**src/rtl/load_wb_unit.sv**
```systemverilog
// Load/writeback unit: issues one word-aligned data-memory read per load, extracts
// and extends the addressed byte/half/word, and writes it to the register file.
module load_wb_unit (
  input  logic        clk,
  input  logic        rst,
  input  logic        req_valid,
  output logic        req_ready,
  input  logic [2:0]  req_type,
  input  logic [31:0] req_addr,
  input  logic [4:0]  req_rd,
  output logic        mem_read,
  output logic [31:0] mem_addr,
  input  logic        mem_req_ack,
  input  logic [31:0] mem_rdata,
  input  logic        mem_rdata_valid,
  output logic [4:0]  waddr,
  output logic        wen,
  output logic [31:0] wdata,
  output logic        load_err
);

  typedef enum logic [2:0] {
    S_IDLE,
    S_REQ,
    S_WAIT,
    S_WB,
    S_ERR
  } state_t;

  state_t      state_q, state_d;
  logic [2:0]  type_q, type_d;
  logic [31:0] addr_q, addr_d;
  logic [4:0]  rd_q, rd_d;
  logic [31:0] result_q, result_d;

  // LB/LBU can never be misaligned; reserved types behave as LW.
  function automatic logic misaligned(input logic [2:0] t, input logic [1:0] lo);
    case (t)
      3'd0, 3'd1: return 1'b0;
      3'd2, 3'd3: return lo[0];
      default:    return (lo != 2'b00);
    endcase
  endfunction

  function automatic logic [31:0] extract(input logic [2:0] t, input logic [1:0] lo,
                                          input logic [31:0] d);
    logic [7:0]  b;
    logic [15:0] h;
    b = d[{lo, 3'b000} +: 8];
    h = lo[1] ? d[31:16] : d[15:0];
    case (t)
      3'd0:    return {{24{b[7]}}, b};
      3'd1:    return {24'h0, b};
      3'd2:    return {{16{h[15]}}, h};
      3'd3:    return {16'h0, h};
      default: return d;
    endcase
  endfunction

  always_ff @(posedge clk or negedge rst) begin
    if (!rst) begin
      state_q  <= S_IDLE;
      type_q   <= 3'd0;
      addr_q   <= 32'd0;
      rd_q     <= 5'd0;
      result_q <= 32'd0;
    end else begin
      state_q  <= state_d;
      type_q   <= type_d;
      addr_q   <= addr_d;
      rd_q     <= rd_d;
      result_q <= result_d;
    end
  end

  always_comb begin
    state_d  = state_q;
    type_d   = type_q;
    addr_d   = addr_q;
    rd_d     = rd_q;
    result_d = result_q;
    case (state_q)
      S_IDLE: begin
        if (req_valid) begin
          type_d  = req_type;
          addr_d  = req_addr;
          rd_d    = req_rd;
          state_d = misaligned(req_type, req_addr[1:0]) ? S_ERR : S_REQ;
        end
      end
      S_REQ: begin
        // Data arriving alongside the ack is deliberately dropped.
        if (mem_req_ack) state_d = S_WAIT;
      end
      S_WAIT: begin
        if (mem_rdata_valid) begin
          result_d = extract(type_q, addr_q[1:0], mem_rdata);
          state_d  = S_WB;
        end
      end
      S_WB:    state_d = S_IDLE;
      S_ERR:   state_d = S_IDLE;
      default: state_d = S_IDLE;
    endcase
  end

  // Outputs decode from state and latched fields only; req_ready is also gated by reset.
  always_comb begin
    req_ready = 1'b0;
    mem_read  = 1'b0;
    mem_addr  = 32'd0;
    waddr     = 5'd0;
    wen       = 1'b0;
    wdata     = 32'd0;
    load_err  = 1'b0;
    case (state_q)
      S_IDLE: req_ready = rst;
      S_REQ: begin
        mem_read = 1'b1;
        mem_addr = {addr_q[31:2], 2'b00};
      end
      S_WB: begin
        waddr = rd_q;
        wen   = (rd_q != 5'd0);
        wdata = result_q;
      end
      S_ERR:   load_err = 1'b1;
      default: ;
    endcase
  end

endmodule

```
**config.mk**
```make
export PLATFORM = sky130hd
export DESIGN_NAME = load_wb_unit
export DESIGN_NICKNAME = d
export VERILOG_FILES = /design/src/rtl/load_wb_unit.sv
export SDC_FILE = /design/constraint.sdc
export NUM_CORES = 1
export LEC_CHECK = 0
export CAP_MARGIN = 30
export CORE_ASPECT_RATIO = 1.1
export CORE_UTILIZATION = 45
export CTS_CLUSTER_DIAMETER = 150
export DETAILED_ROUTE_END_ITERATION = 8
export PLACE_DENSITY = 0.83
export SYNTH_ARGS = -nofsm -noshare
export SYNTH_HDL_FRONTEND = slang
export SYNTH_SLANG_ARGS = --single-unit
```
**constraint.sdc**
```tcl
create_clock -name clk -period 5.1 [get_ports clk]
set_input_delay 0.765 -clock clk [delete_from_list [all_inputs] [get_ports clk]]
set_output_delay 0.765 -clock clk [all_outputs]
set_load 0.02 [all_outputs]
```
==> impl_metrics.py <==
metrics = {
    "finish": {
        "drive_gt1_share_pct": 14.2,
        "fillers": 641,
        "final_cell_area_um2": 5720,
        "layout_common_cells": "clkdlybuf4s50_1, and2_1, dfrtp_1",
        "fin_cells": 626,
        "syn_to_final_growth_pct": 42.7,
        "final_nets": 587,
        "antenna_cells": 0,
        "final_common_cell": "clkdlybuf4s50_1",
    },
    "placed_design": {
        "portBuffers": 147,
        "gp_congestion": 0.775,
        "pre_cts_ws_ns": 2.04,
        "dp.cells": 609,
        "post-dp-hpwl_um": 7140,
        "place_area_um2": 5450,
    },
    "die": {
        "rows": 35,
        "coreArea_um2": 8500,
        "dieArea_um2": 9280,
        "die_h_um": 101,
        "die_w_um": 92.0,
        "pin_count": 150,
        "initial_core_util_pct": 47.2,
    },
    "sta": {
        "drv_slew": 0,
        "hold_viol": 0,
        "relSlewSlack_pct": 29.4,
        "setup_violations": 0,
        "finClkSkew_ns": 0.0103,
        "finalCritPeriodShare_pct": 66.5,
        "worstMarginPinSlew_ns": 1.06,
        "setup_slack_ns": 1.71,
        "setup_total_negative_slack_ns": 0,
        "rsz0062_at_grt": "no",
        "period_minus_slack_ns": 3.39,
        "fmax_mhz": 295,
    },
    "route": {
        "dr.pass1.iters": 5,
        "drc": 0,
        "ant_nets": 0,
        "wl_met1_um": 4130,
        "wl_um": 9980,
        "viasPerCell": 5.33,
        "routed_wire_length_per_instance_um": 15.9,
        "wl_met2_um": 4560,
        "wl_met3_um": 927,
        "top_layer_used": "met4",
        "drtIter0Drc": 97,
        "num_vias": 3335,
    },
    "global_routing": {
        "grt_pass1_vias": 3282,
        "grt_pass1_wl_um": 15900,
        "grt_antenna_before_repair": 0,
        "grt_max_degree": 76,
        "gr-total-overflow": 0,
        "track_usage_pct": 22.2,
    },
    "cts": {
        "cts.path.max_buffers": 2,
        "insertion_delay_ns": 0.35,
        "htree_levels": 3,
        "cts-buffers-inserted": 9,
        "cts_tree": "yes",
        "clk_pin_slew_worst_paths_ns": 0.08,
        "clock-sinks": 75,
        "holdBufCountCts": 0,
        "cts_setup_buffers": 0,
        "cts.repair.resized": 0,
        "root_buffer": "clkbuf_8",
    },
    "synthesis": {
        "ys_types": 40,
        "netlist_instances": 381,
        "yosysSeqAreaShare_pct": 46.8,
        "syn_avg_cell_area_um2": 10.5,
        "ys_ff_latch": 75,
        "netlist_area_um2": 4010,
        "yosysWarnings": 0,
        "synth-edff-count": 0,
        "synth_ff_type": "dfrtp_1",
        "async_flop_share_pct": 100,
    },
    "run_status": {
        "status": "complete, no violations",
    },
    "run": {
        "drv_cap": 0,
    },
    "setup_path": {
        "start_kind": "flop",
        "crit_arrival_ns": 2.63,
        "crit_type": "reg -> out",
        "regToRegSetupSlack_ns": 2.88,
        "end_kind": "output pin",
        "critPathRequiredTime_ns": 4.34,
        "critical_path_peak_fanout": 38,
    },
    "worst_hold_path": {
        "min_path_type": "in -> async",
    },
    "pwr": {
        "fin_total_pwr_w": 0.00304,
        "ir_drop_mv": 0.330,
        "cellPowerDensity_nw_per_um2": 532,
        "p_leak_nw": 2.34,
    },
}
[flip-flops by register name, summed over array words and instances (netlist names)]
| signal | count |
|---|---|
| type_q | 3 |
| rd_q | 5 |
| result_q | 32 |
| state_q | 3 |
| addr_q | 32 |
[through the flow]
stage / util, % / hold slack (ns)
floorplan: - / 0.449
global placement: 64.1 / 0.467
detailed placement: 64.1 / 0.475
CTS: 67.0 / 0.492
global route: 67.3 / 0.317
finish: 67.3 / 0.337
[routing by layer]
layer  GRT usage, %  vias to the layer above
met5              0                        -
met4           11.8                        0
met3           7.39                       21
met2           35.1                      148
met1           27.0                     1578
li1               -                     1588
[cell type report]
type | instances | area, um^2 | share of cell area [%]
Clock buffer | 11 | 141 | 2.47
Tap cell | 111 | 139 | 2.43
Timing Repair Buffer | 151 | 1520 | 26.6
Multi-Input combinational cell | 273 | 1940 | 33.9
Sequential cell | 75 | 1880 | 32.8
Clock inverter | 5 | 100 | 1.75
[cells by family after synthesis]
family	synth area share, %
AND/OR/NAND/NOR	24.4
flip-flops	46.8
multiplexers	15.1
AO/OA/AOI/OAI	8.62
buffers and inverters	4.97
other	0.0936
[where the power goes]
part / leakage, nW / internal, W / switching (W)
Clock: 0.123 / 0.000337 / 0.000220
Combinational: 1.32 / 0.000732 / 0.000625
Sequential: 0.898 / 0.000884 / 0.000246
[critical path, cell delays in order, from the launching register on]
cell	delay (ns)
dfrtp_1	0.53
and3b_1	0.83
and2_1	0.26
clkdlybuf4s50_1	0.64
[synthesized netlist by cell type, drive strengths merged, types with 2 or more instances]
cell type	n	area share [%]
nand3	32	4.0
and2	77	12
nand2b	2	0.31
o311ai	2	0.87
nand3b	8	1.5
nor2	4	0.37
nor3b	2	0.37
clkbuf	12	1.1
a31oi	2	0.31
nor3	3	0.50
nand2	31	2.9
o21ai	11	1.4
mux2i	6	1.5
o31ai	7	1.4
mux2	48	14
a21oi	15	1.9
o32a	7	1.7
nor4b	2	0.44
o21a	2	0.37
dfrtp	75	47
buf	22	3.8
[final timing paths]
check	endpoint	cells past startpoint	from
worst max register to register	result_q[27]	3	addr_q[1]
worst max-delay path	wdata[13]	3	state_q[1]
worst min register to register	result_q[28]	2	result_q[28]
max in group asynchronous	type_q[1]	3	rst
min in group clk	result_q[28]	2	result_q[28]
worst min-delay path	result_q[2]	2	rst
(Power assumes the default switching activity.)
